File: config.mk
export PLATFORM = sky130hd
export DESIGN_NAME = timer_bridge_ctrl
export DESIGN_NICKNAME = d
export VERILOG_FILES = /design/src/rtl/timer_bridge_ctrl.sv
export SDC_FILE = /design/constraint.sdc
export NUM_CORES = 1
export LEC_CHECK = 0
export CELL_PAD_IN_SITES_DETAIL_PLACEMENT = 0
export CELL_PAD_IN_SITES_GLOBAL_PLACEMENT = 2
export CORE_MARGIN = 4
export CORE_UTILIZATION = 25
export CTS_BUF_LIST = sky130_fd_sc_hd__clkbuf_16
export CTS_CLUSTER_DIAMETER = 40
export DETAILED_ROUTE_END_ITERATION = 10
export PLACE_DENSITY_LB_ADDON = 0.05
export SLEW_MARGIN = 30
export SYNTH_ARGS = -nofsm -noshare
export SYNTH_HDL_FRONTEND = slang
export SYNTH_SLANG_ARGS = --single-unit
File: constraint.sdc
create_clock -name clk -period 2.35 [get_ports clk]
set_clock_uncertainty 0.05 [all_clocks]
set_input_delay 0.235 -clock clk [delete_from_list [all_inputs] [get_ports clk]]
set_output_delay 0.235 -clock clk [all_outputs]
set_load 0.1 [all_outputs]
File: src/rtl/timer_bridge_ctrl.sv
// CPU-to-timer bridge: address decode, write/read sequencing, IRQ pending/mask and HWInt generation.
// Optional macro BRIDGE_BUSERR_EN adds a sticky bus-error bit (PEND[2]) raised by unmapped accesses.
module timer_bridge_ctrl #(
  parameter logic [31:0] DEV0_BASE = 32'h0000_7f00,
  parameter logic [31:0] DEV1_BASE = 32'h0000_7f10,
  parameter logic [31:0] CTRL_BASE = 32'h0000_7f20
) (
  input  logic        clk,
  input  logic        reset,
  input  logic        cpu_req,
  input  logic        cpu_we,
  input  logic [31:0] cpu_addr,
  input  logic [31:0] cpu_wdata,
  output logic        cpu_done,
  output logic [31:0] cpu_rdata,
  output logic [31:0] dev_addr,
  output logic [31:0] dev_wdata,
  output logic        dev0_we,
  output logic        dev1_we,
  input  logic [31:0] dev0_rdata,
  input  logic [31:0] dev1_rdata,
  input  logic [1:0]  dev_irq,
  output logic [5:0]  hwint
);

`ifdef BRIDGE_BUSERR_EN
  localparam int PW = 3;
`else
  localparam int PW = 2;
`endif

  typedef enum logic [2:0] {S_IDLE, S_WR, S_RD1, S_RD2, S_DONE} state_t;

  state_t        r_state, w_next;
  logic          r_sel1;
  logic [31:0]   r_cpu_rdata, r_dev_addr, r_dev_wdata;
  logic [1:0]    r_irq_prev;
  logic [PW-1:0] r_pend, r_mask, w_set, w_clr;
  logic [5:0]    r_hwint;

  logic [31:0] w_off0, w_off1, w_offc, w_ctrl_rdata;
  logic        w_hit0, w_hit1, w_hit_pend, w_hit_mask, w_dev, w_accept;
  logic [1:0]  w_rise;

  assign w_off0     = cpu_addr - DEV0_BASE;
  assign w_off1     = cpu_addr - DEV1_BASE;
  assign w_offc     = cpu_addr - CTRL_BASE;
  assign w_hit0     = (w_off0 == 32'h0) | (w_off0 == 32'h4) | (w_off0 == 32'h8);
  assign w_hit1     = (w_off1 == 32'h0) | (w_off1 == 32'h4) | (w_off1 == 32'h8);
  assign w_hit_pend = (w_offc == 32'h0);
  assign w_hit_mask = (w_offc == 32'h4);
  assign w_dev      = w_hit0 | w_hit1;
  assign w_accept   = (r_state == S_IDLE) & cpu_req;

  assign w_ctrl_rdata = w_hit_pend ? {{(32-PW){1'b0}}, r_pend} :
                        w_hit_mask ? {{(32-PW){1'b0}}, r_mask} : 32'h0;

  // Rising-edge detect; a simultaneous W1C loses to a new set.
  assign w_rise = dev_irq & ~r_irq_prev;
  assign w_clr  = (w_accept & cpu_we & w_hit_pend) ? cpu_wdata[PW-1:0] : '0;
`ifdef BRIDGE_BUSERR_EN
  assign w_set  = {w_accept & ~w_dev & ~w_hit_pend & ~w_hit_mask, w_rise};
`else
  assign w_set  = w_rise;
`endif

  always_ff @(posedge clk or negedge reset) begin
    if (!reset) r_state <= S_IDLE;
    else        r_state <= w_next;
  end

  always_comb begin
    w_next = r_state;
    case (r_state)
      S_IDLE: if (cpu_req) w_next = w_dev ? (cpu_we ? S_WR : S_RD1) : S_DONE;
      S_WR:   w_next = S_DONE;
      S_RD1:  w_next = S_RD2;
      S_RD2:  w_next = S_DONE;
      S_DONE: w_next = S_IDLE;
      default: w_next = S_IDLE;
    endcase
  end

  always_comb begin
    cpu_done = 1'b0;
    dev0_we  = 1'b0;
    dev1_we  = 1'b0;
    case (r_state)
      S_WR:   begin dev0_we = ~r_sel1; dev1_we = r_sel1; end
      S_DONE: cpu_done = 1'b1;
      default: ;
    endcase
  end

  always_ff @(posedge clk or negedge reset) begin
    if (!reset) begin
      r_dev_addr  <= '0;
      r_dev_wdata <= '0;
      r_sel1      <= 1'b0;
      r_cpu_rdata <= '0;
    end else begin
      if (w_accept) begin
        r_dev_addr  <= cpu_addr;
        r_dev_wdata <= cpu_wdata;
        r_sel1      <= w_hit1;
        if (!w_dev && !cpu_we) r_cpu_rdata <= w_ctrl_rdata;
      end
      // Device output is valid one cycle after it sampled dev_addr in RD1.
      if (r_state == S_RD2) r_cpu_rdata <= r_sel1 ? dev1_rdata : dev0_rdata;
    end
  end

  always_ff @(posedge clk or negedge reset) begin
    if (!reset) begin
      r_irq_prev <= '0;
      r_pend     <= '0;
      r_mask     <= '0;
      r_hwint    <= '0;
    end else begin
      r_irq_prev <= dev_irq;
      r_pend     <= (r_pend & ~w_clr) | w_set;
      if (w_accept && cpu_we && w_hit_mask) r_mask <= cpu_wdata[PW-1:0];
      r_hwint    <= {{(6-PW){1'b0}}, r_pend & r_mask};
    end
  end

  assign cpu_rdata = r_cpu_rdata;
  assign dev_addr  = r_dev_addr;
  assign dev_wdata = r_dev_wdata;
  assign hwint     = r_hwint;

endmodule

==> results by group, run 1 <==
CTS
  – Clock Tree Buf Depth: 2
  – Sink Count: 108
  – Worst-Skew Late Latency: 0.37 ns
  – CTS clk-pin slew, worst paths: about 0.070 ns
  – Clk root buf: clkbuf_16
  – Cts bufs inserted: 9
  – Htree depth: 3
  – TritonCTS clock tree: done

Cells and area
  – Share of layout cells above drive strength 1: roughly two fifths
  – # diodes: 0
  – Post-Layout Cell Count: 1,306
  – Most common cell after layout, fill and taps aside: buf_4
  – Design Area, Final: 10,200 um^2
  – Util after Layout: 44.6%
  – Syn-to-layout area delta: 74.3%
  – Most frequent cells in the layout: buf_4 (222), nand2_1 (200), dfrtp_1 (107), clkdlybuf4s50_1 (102), mux2i_1 (32)
  – Nets: 1,123

Die
  – Full die area: between 20,000 and 30,000 um^2
  – Row Count: 55
  – Die Width: 161 um
  – Effective utilization at floorplan: 25.6%
  – Ports: 239
  – Die Ht: 161 um
  – Core area: 22,800 um^2

Critical path
  – Worst path cell trace: dlygate4sd2_1 > a211o_1 > nor3_4 > nand2_1 > a211o_1 > nor4b_2 > nand4b_1 > a31oi_4 > buf_12 > mux2_4
  – CP max-delay cell: mux2_4
  – Reg2reg path depth: 7
  – Data required, critical path: 2.54 ns
  – Crit-path max FO: 5
  – Crit path to: cpu_rdata[1]
  – Critical path startpoint: cpu_addr[0]
  – Worst setup path category: in -> reg
  – Critical path's most frequent cell: a211o_1
  – FF-to-FF setup slack: 0.25 ns
  – R2R Path End: cpu_rdata[22]
  – CP peak stage delay: around 0.3 ns
  – Crit path launch type: primary input
  – Crit. End Element: flop
  – Critical R2R Launch: r_state[1]
  – Critical Path AT: 2.55 ns

Place
  – GPL Wtd Cong: 0.901
  – DP HPWL: 17,700 um
  – Post-place instance area: 9060 um^2
  – Dpl ws: -0.990 ns
  – Dpl cells: 1,258
  – # port buffers: 234

Synthesis
  – Largest family of logic cells by synthesized area: simple AND/OR/NAND/NOR gates
  – Synth top area share: 46.4%
  – Synth top area cells: dfrtp_1 (46%), nand2_1 (13%), mux2i_1 (5.5%)
  – Seq/Total Area, Yosys: 46.4%
  – Mean area per synthesized cell: 9.13 um^2
  – Xor/xnor cell area share of the yosys netlist: 1.20%
  – Flops & latches, synth: 108
  – Mapped Cells: about 640
  – Post-Syn Area: 5830 um^2
  – Mux cell area share after synthesis: 6.85%
  – Synth Area in Simple Gates: between 20% and 30%
  – Post-synthesis compound-gate area fraction: 14.3%
  – Post-synth EDFFs: 0
  – Async SR Flop Fraction: 100%
  – Unique cell type count in the Yosys netlist: 64
  – Largest area contributor in the netlist: dfrtp_1
  – Post-synthesis adder-cell area fraction: less than 1%
  – Ys flop type: dfrtp_1
  – Ys Warns: 0

Global route
  – GRT Util Overall: about 18%
  – Vias in the first global route: 6,381
  – Pin count of the biggest net entering global routing: 109
  – Grt ovf: 0
  – First-pass GRT wire length: around 36,000 um
  – Initial antenna violation count: 0

Pwr
  – Maximum vdd drop: 0.353 mV
  – Power, Total: 6.05 mW
  – Lkg Pwr: roughly 4.6 nW
  – Power density cells: 595 nW/um^2

Run status
  – Violated checks: negative setup slack
  – Outcome: finished with violations

STA
  – Hold WS: around 0.058 ns
  – F_max: 423 MHz
  – Hold Vio Cnt, Final: 0
  – Worst-Margin Slew: 0.686 ns
  – Final period utilization: 100%
  – Setup Viol. Count Final: 2
  – PnR worst setup slack: -0.0113 ns
  – TNS Setup: -0.0142 ns
  – Final Max Tran Viols: 0
  – Tmin final: roughly 2.4 ns
  – RSZ-0062 raised after global routing: true
  – Max_slew headroom: 54.2%

Routing
  – Via count: 6,132
  – Mean routed wirelength per cell: approximately 18 um
  – Final Routed Wirelength: 23,500 um
  – DRC viols: 0
  – Initial detailed-routing violation count: 215
  – Vias/cell: roughly 4.7
  – Antenna-violating nets left: 0
  – Pre-antenna DRT Iters: 4

Job
  – Max_cap viols: 0

Worst hold path
  – Worst Hold Class: in -> reg
-- worst min path at each step --
| stage | start | end | slack, ns | cells past startpoint |
|---|---|---|---|---|
| floorplan | reset | cpu_rdata[0] | -0.11 | 0 |
| global placement | reset | dev_addr[9] | 0.30 | 2 |
| detailed placement | reset | dev_addr[9] | 0.31 | 2 |
| CTS | cpu_addr[17] | dev_addr[17] | 0.09 | 3 |
| global route | cpu_addr[16] | dev_addr[16] | 0.07 | 3 |
| finish | cpu_addr[16] | dev_addr[16] | 0.06 | 3 |
-- report_power, final --
part / switching (mW) / internal [mW]
logic: 1.63 / 0.652
registers: 0.0842 / 2.00
clock network: 0.808 / 0.868
-- sequential cells by signal, indices dropped and copies added, names as in the netlist, 2 cells and up --
register	count
r_irq_prev	2
dev_wdata	32
r_pend	2
cpu_rdata	32
r_mask	2
dev_addr	32
hwint	2
r_state	3
-- routing by layer --
layer | wire length [um] | global-route usage (%)
met1 | 10100 | 22.3
met2 | 11800 | 30.4
met3 | 1140 | 3.18
met4 | 513 | 6.30
met5 | 0 | 0
-- Yosys cell counts (4+ instances only) --
library cell  number
o21ai_0           20
buf_6              4
nor2b_1            5
o22ai_1            4
xnor2_1            5
nor3_1            16
o31ai_1            5
nor3b_1            7
or3_1              9
and4_1             4
o2bb2ai_1         20
nand4_1            8
clkbuf_1          31
o2bb2ai_2         10
nor4_1            11
inv_1             10
a22oi_1            4
and2_1             5
nand2_1          202
dfrtp_1          108
nor2_1            18
mux2i_1           32
mux2_2             5
a21oi_1            7
nand2b_1           6
buf_4              4
buf_1              4
a211oi_1           5
nand3_1           12
-- kinds of logic after synthesis --
family	after synthesis
AO/OA/AOI/OAI	101
flip-flops	108
AND/OR/NAND/NOR	323
adder cells (fa/ha/maj)	1
other	1
buffers and inverters	57
multiplexers	39
XOR/XNOR	8
-- worst max-delay path: cells and delay by family --
kind | cells | cell delay, ns
compound gates | 3 | 0.77
buf+inv | 2 | 0.42
mux | 1 | 0.30
simple gates | 4 | 0.82
-- area by class of cell --
cell class              count  area, um^2
multi-input cells         476        3360
well taps                 313         392
repair buffers            383        3340
clock buffers               9         225
clock inverters             7         103
inverters                  10        37.5
flip-flops and latches    108        2700
fillers                  2278       12600
-- repair_timing --
action / in CTS / in global routing
hold endpoints to repair: 108 / 0
resized for setup: 147 / 61
pin swaps: 31 / 28
hold buffers: 1 / 0
cloned: 0 / 1
endpoints found under the setup margin: 40 / 40
setup buffers: 22 / 8
(Power assumes the default switching activity.)
==> run 2, diff against run 1 <==
==> constraint.sdc (replaced) <==
create_clock -name clk -period 2.2 [get_ports clk]
set_clock_uncertainty 0.05 [all_clocks]
set_input_delay 0.22 -clock clk [delete_from_list [all_inputs] [get_ports clk]]
set_output_delay 0.22 -clock clk [all_outputs]
set_load 0.1 [all_outputs]
==> results by group, run 2 (synthesized netlist as in run 1, its figures left out) <==
CTS
  – Clk root buf: clkbuf_16 (unchanged)
  – Cts bufs inserted: 9 (unchanged)
  – Sink Count: 108 (unchanged)
  – Clock Tree Buf Depth: 2 (unchanged)
  – CTS clk-pin slew, worst paths: 0.08 ns (was 0.07 ns)
  – Worst-Skew Late Latency: 0.35 ns (was 0.37 ns)
  – Htree depth: 3 (unchanged)
  – TritonCTS clock tree: done (unchanged)

Routing
  – Antenna-violating nets left: 0 (unchanged)
  – Vias/cell: 4.65 (was 4.70)
  – Pre-antenna DRT Iters: 4 (unchanged)
  – Via count: 6,075 (was 6,132)
  – Mean routed wirelength per cell: 18.4 um (was 18.0 um)
  – Final Routed Wirelength: 24,000 um (was 23,500 um)
  – DRC viols: 0 (unchanged)
  – Initial detailed-routing violation count: 301 (was 215)

STA
  – RSZ-0062 raised after global routing: true (unchanged)
  – F_max: around 410 MHz
  – PnR worst setup slack: -0.259 ns (was -0.0113 ns)
  – Max_slew headroom: 48.7% (was 54.2%)
  – Final period utilization: 112%
  – Hold Vio Cnt, Final: 0 (unchanged)
  – Tmin final: 2.46 ns
  – Final Max Tran Viols: 0 (unchanged)
  – TNS Setup: -6.36 ns (was -0.0142 ns)
  – Worst-Margin Slew: 0.770 ns (was 0.686 ns)
  – Setup Viol. Count Final: 36 (was 2)
  – Hold WS: 0.106 ns (was 0.0582 ns)

Pwr
  – Switch share: 42.7% (was 41.7%)
  – Lkg Pwr: 4.66 nW (was 4.63 nW)
  – Seq pwr share: 34.9% (was 34.5%)
  – Internal power: 3.65 mW (was 3.52 mW)
  – Power density cells: 618 nW/um^2 (was 595 nW/um^2)
  – Maximum vdd drop: 0.318 mV (was 0.353 mV)
  – Combinational fraction of design power: 38.6% (was 37.8%)
  – Clock share of power: 26.5% (was 27.7%)
  – Net switching power: 2.72 mW (was 2.52 mW)

Cells and area
  – Nets: 1,124 (was 1,123)
  – Syn-to-layout area delta: 77.1% (was 74.3%)
  – Most frequent cells in the layout: buf_4 (222), nand2_1 (198), dfrtp_1 (107), clkdlybuf4s50_1 (102), mux2i_1 (32) (was buf_4 (222), nand2_1 (200), dfrtp_1 (107), clkdlybuf4s50_1 (102), mux2i_1 (32))
  – Share of layout cells above drive strength 1: 40.1% (was 38.9%)
  – Design Area, Final: 10,300 um^2 (was 10,200 um^2)
  – Fillers: 2,241 (was 2,278)
  – Post-Layout Cell Count: 1,307 (was 1,306)
  – Most common cell after layout, fill and taps aside: buf_4 (unchanged)
  – # diodes: 0 (unchanged)

Global route
  – Initial antenna violation count: 0 (unchanged)
  – Grt ovf: 0 (unchanged)
  – GRT Util Overall: 18.5% (was 17.7%)
  – First-pass GRT wire length: 38,200 um (was 36,500 um)
  – Pin count of the biggest net entering global routing: 74 (was 109)
  – Vias in the first global route: 6,538 (was 6,381)

Critical path
  – Crit path launch type: primary input (unchanged)
  – CP top delay family: simple AND/OR/NAND/NOR gates (unchanged)
  – CP peak stage delay: 0.32 ns (was 0.30 ns)
  – Worst path cell trace: buf_8 > buf_6 > nor4_4 > buf_4 > nor4_4 > o41ai_4 > o2111ai_2 > nor4b_2 > nand4b_1 > a31oi_4 > buf_6 > mux2_4 (was dlygate4sd2_1 > a211o_1 > nor3_4 > nand2_1 > a211o_1 > nor4b_2 > nand4b_1 > a31oi_4 > buf_12 > mux2_4)
  – Data required, critical path: 2.38 ns (was 2.54 ns)
  – CP max-delay cell: o41ai_4 (was mux2_4)
  – Crit-path max FO: 3 (was 5)
  – Worst setup path category: in -> reg (unchanged)
  – Crit. End Element: flop (unchanged)
  – Number of buffers and inverters on the critical path: 4 (was 2)
  – Critical Path AT: 2.64 ns (was 2.55 ns)

Die
  – Row Count: 55 (unchanged)
  – Die Ht: 161 um (unchanged)
  – Effective utilization at floorplan: 25.6% (unchanged)
  – Ports: 239 (unchanged)
  – Full die area: 25,800 um^2 (unchanged)
  – Core area: 22,800 um^2 (unchanged)
  – Die Width: 161 um (unchanged)

Place
  – Dpl cells: 1,255 (was 1,258)
  – GPL Wtd Cong: 0.852 (was 0.901)
  – Post-place instance area: 9170 um^2 (was 9060 um^2)
  – # port buffers: 234 (unchanged)
  – DP HPWL: 18,100 um (was 17,700 um)
  – Dpl ws: -1.23 ns (was -0.990 ns)

Run status
  – Outcome: finished with violations (unchanged)
  – Violated checks: negative setup slack (unchanged)

Job
  – Max_cap viols: 0 (unchanged)

Worst hold path
  – Worst Hold Class: in -> reg (unchanged)
-- run 2: per-stage QoR --
step                      power [mW]  util, %
final                           6.38     45.3
after global routing            6.68     45.3
after CTS                       6.46     44.7
after detailed placement        4.62     40.3
after global placement          4.61     40.3
after floorplan                 3.79        -
-- run 2: layout make-up --
type                            count  area [um^2]  share of cell area (%)
Clock buffer                        9          225                    2.18
Sequential cell                   108         2700                    26.2
Tap cell                          313          392                    3.79
Inverter                           10         42.5                   0.412
Clock inverter                      7         80.1                   0.776
Timing Repair Buffer              384         3390                    32.9
Multi-Input combinational cell    476         3480                    33.8
-- run 2: timing repair --
item,4_1_cts,5_1_grt
pin swaps,30,24
hold buffers,1,0
buffers inserted,31,5
cloned,3,0
endpoints found under the hold margin,19,0
gates resized for setup,178,43
endpoints found under the setup margin,40,40
-- run 2: final timing paths --
path                                 endpoint  slack, ns     startpoint  cells past startpoint
worst max-delay path             cpu_rdata[1]      -0.26    cpu_addr[6]                     12
worst min-delay path              dev_addr[5]       0.11    cpu_addr[5]                      3
worst max register to register  cpu_rdata[24]       0.29     r_state[1]                      7
worst min register to register      r_pend[0]       0.37  r_irq_prev[0]                      1
max in group asynchronous        dev_addr[15]       1.24          reset                      3
min in group asynchronous       cpu_rdata[12]       0.24          reset                      2
-- run 2: worst min-delay path, stage by stage --
cell     delay, ns
buf_6         0.10
inv_4         0.05
o21ai_0       0.08
-- run 2: layer usage --
layer	vias to the layer above	track usage (%)	part of all wire [%]
li1	2944	-	-
met4	0	5.79	2.3
met3	25	3.87	5.2
met5	-	0	0
met1	2923	23.7	43
met2	183	31.5	50
-- run 2: power groups by stage --
| stage | logic, mW | clock network [mW] | registers (mW) |
|---|---|---|---|
| after global placement | 2.35 | 0 | 2.26 |
| final | 2.46 | 1.69 | 2.23 |
| after global routing | 2.58 | 1.85 | 2.25 |
| after detailed placement | 2.36 | 0 | 2.27 |
| after floorplan | 0.399 | 0 | 3.39 |
| after CTS | 2.47 | 1.76 | 2.23 |
==> run 3, diff against run 2 <==
--- a/config.mk
+++ b/config.mk
@@ -7,12 +7,14 @@
 export LEC_CHECK = 0
 export CELL_PAD_IN_SITES_DETAIL_PLACEMENT = 0
 export CELL_PAD_IN_SITES_GLOBAL_PLACEMENT = 2
+export CORE_ASPECT_RATIO = 1.4
 export CORE_MARGIN = 4
 export CORE_UTILIZATION = 25
 export CTS_BUF_LIST = sky130_fd_sc_hd__clkbuf_16
 export CTS_CLUSTER_DIAMETER = 40
 export DETAILED_ROUTE_END_ITERATION = 10
 export PLACE_DENSITY_LB_ADDON = 0.05
+export SETUP_SLACK_MARGIN = 0.3
 export SLEW_MARGIN = 30
 export SYNTH_ARGS = -nofsm -noshare
 export SYNTH_HDL_FRONTEND = slang
==> results by group, run 3 (synthesized netlist as in run 1, its figures left out) <==
CTS
  – TritonCTS clock tree: done (unchanged)
  – Worst-Skew Late Latency: 0.35 ns (about the same)
  – Sink Count: 108 (unchanged)
  – Clk root buf: clkbuf_16 (unchanged)
  – Cts bufs inserted: 9 (unchanged)
  – Clock Tree Buf Depth: 2 (unchanged)
  – CTS clk-pin slew, worst paths: 0.07 ns (was 0.08 ns)
  – Htree depth: 3 (unchanged)

Cells and area
  – Most frequent cells in the layout: buf_4 (220), nand2_1 (201), dfrtp_1 (107), clkdlybuf4s50_1 (101) (was buf_4 (222), nand2_1 (198), dfrtp_1 (107), clkdlybuf4s50_1 (102), mux2i_1 (32))
  – Share of layout cells above drive strength 1: 39.9% (was 40.1%)
  – Post-Layout Cell Count: 1,294 (was 1,307)
  – Nets: 1,124 (unchanged)
  – # diodes: 0 (unchanged)
  – Most common cell after layout, fill and taps aside: buf_4 (unchanged)
  – Syn-to-layout area delta: 77.6% (was 77.1%)
  – Fillers: 2,267 (was 2,241)

Job
  – Max_cap viols: 0 (unchanged)

STA
  – Hold Vio Cnt, Final: 0 (unchanged)
  – Max_slew headroom: 62.3% (was 48.7%)
  – Final period utilization: 109% (was 112%)
  – Final Max Tran Viols: 0 (unchanged)
  – Setup Viol. Count Final: 32 (was 36)
  – PnR worst setup slack: -0.200 ns (was -0.259 ns)
  – F_max: 417 MHz (was 407 MHz)
  – Worst-Margin Slew: 0.565 ns (was 0.770 ns)
  – RSZ-0062 raised after global routing: true (unchanged)
  – Tmin final: 2.40 ns (was 2.46 ns)

Die
  – Die Width: 137 um (was 161 um)
  – Effective utilization at floorplan: 25.6% (about the same)
  – Full die area: 25,900 um^2 (was 25,800 um^2)
  – Row Count: 65 (was 55)
  – Die Ht: 189 um (was 161 um)
  – Ports: 239 (unchanged)
  – Core area: 22,800 um^2 (about the same)

Routing
  – Initial detailed-routing violation count: 268 (was 301)
  – Final Routed Wirelength: 24,700 um (was 24,000 um)
  – Mean routed wirelength per cell: 19.1 um (was 18.4 um)
  – Pre-antenna DRT Iters: 4 (unchanged)
  – Via count: 6,134 (was 6,075)
  – Antenna-violating nets left: 0 (unchanged)
  – Vias/cell: 4.74 (was 4.65)
  – DRC viols: 0 (unchanged)

Global route
  – GRT Util Overall: 18.9% (was 18.5%)
  – Initial antenna violation count: 1 (was 0)
  – Pin count of the biggest net entering global routing: 74 (unchanged)
  – First-pass GRT wire length: 37,400 um (was 38,200 um)
  – Grt ovf: 0 (unchanged)
  – Vias in the first global route: 6,583 (was 6,538)

Critical path
  – Crit path launch type: primary input (unchanged)
  – Worst setup path category: in -> reg (unchanged)
  – Critical Path AT: 2.59 ns (was 2.64 ns)
  – Crit-path max FO: 7 (was 3)
  – Crit. End Element: flop (unchanged)
  – Data required, critical path: 2.39 ns (was 2.38 ns)

Pwr
  – Power density cells: 613 nW/um^2 (was 618 nW/um^2)
  – Power, Total: 6.34 mW (was 6.38 mW)
  – Maximum vdd drop: 0.382 mV (was 0.318 mV)
  – Lkg Pwr: 4.68 nW (was 4.66 nW)

Place
  – GPL Wtd Cong: 0.914 (was 0.852)
  – DP HPWL: 19,200 um (was 18,100 um)
  – # port buffers: 234 (unchanged)
  – Dpl cells: 1,240 (was 1,255)

Worst hold path
  – Worst Hold Class: in -> reg (unchanged)

Run status
  – Outcome: finished with violations (unchanged)
  – Violated checks: negative setup slack (unchanged)
[run 3: cell count changes in the layout (fill, tap and decap cells not counted), moves of 5 or more]
| cell | previous run | this run |
|---|---|---|
| buf_2 | 11 | 5 |
| buf_6 | 21 | 32 |
| nor3_2 | 3 | 9 |
| dlymetal6s2s_1 | 0 | 5 |
| buf_12 | 10 | 5 |
[run 3: stage by stage]
| step | util, % | setup TNS (ns) | hold slack (ns) | cell area [um^2] | setup slack [ns] |
|---|---|---|---|---|---|
| finish | 45.4 | -4.00 | 0.114 | 10300 | -0.200 |
| global route | 45.4 | -8.36 | 0.117 | 10300 | -0.319 |
| CTS | 44.4 | -7.73 | 0.122 | 10100 | -0.309 |
| detailed placement | 40.2 | -43.36 | 0.125 | 9160 | -1.14 |
| global placement | 40.2 | -42.64 | 0.120 | 9160 | -1.11 |
| floorplan | - | -4.95 | -0.126 | 6070 | -0.210 |
[run 3: worst paths after layout]
path	start	depth (start not counted)	endpoint	slack, ns
setup / recovery	cpu_addr[14]	11	cpu_rdata[1]	-0.20
min in group asynchronous	reset	2	cpu_rdata[21]	0.28
max in group asynchronous	reset	3	r_sel1	1.18
setup reg to reg	r_state[1]	8	cpu_rdata[10]	0.18
hold reg to reg	r_irq_prev[1]	1	r_pend[1]	0.35
hold / removal	cpu_addr[1]	3	dev_addr[1]	0.11
[run 3: repair_timing]
item                                   in CTS  in global routing
buffers inserted                           30                  5
setup endpoints to repair                  42                 62
hold buffers                                1                  0
cloned                                      3                  0
gates resized for setup                   170                 48
pin swaps                                  42                 38
endpoints found under the hold margin      23                  0
[run 3: where the power goes]
group / internal (mW) / switching (mW) / total [mW] / leakage, nW
combinational: 0.711 / 1.77 / 2.48 / 3.15
sequential: 2.14 / 0.0890 / 2.23 / 1.38
clock: 0.871 / 0.765 / 1.64 / 0.142
[run 3: critical path: stages]
cell           delay (ns)
dlygate4sd2_1        0.28
buf_6                0.15
or2_4                0.23
a211oi_1             0.28
o22ai_2              0.18
nor3b_1              0.23
nand4_1              0.22
a31oi_4              0.29
buf_6                0.13
buf_6                0.08
mux2_4               0.28
[run 3: routing by layer]
| metal | vias up | GRT usage, % | wire [um] |
|---|---|---|---|
| li1 | 2934 | - | - |
| met1 | 2967 | 19.9 | 8960 |
| met2 | 190 | 35.2 | 13300 |
| met3 | 41 | 4.06 | 1540 |
| met4 | 2 | 8.26 | 876 |
| met5 | - | 0 | 13 |
[run 3: area by class of cell]
cell class | count | area, um^2 | share of cell area, %
Clock buffer | 9 | 225 | 2.18
Timing Repair Buffer | 384 | 3420 | 33.1
Sequential cell | 108 | 2700 | 26.1
Tap cell | 301 | 377 | 3.64
Multi-Input combinational cell | 476 | 3530 | 34.1
Inverter | 10 | 37.5 | 0.363
Clock inverter | 6 | 57.6 | 0.556
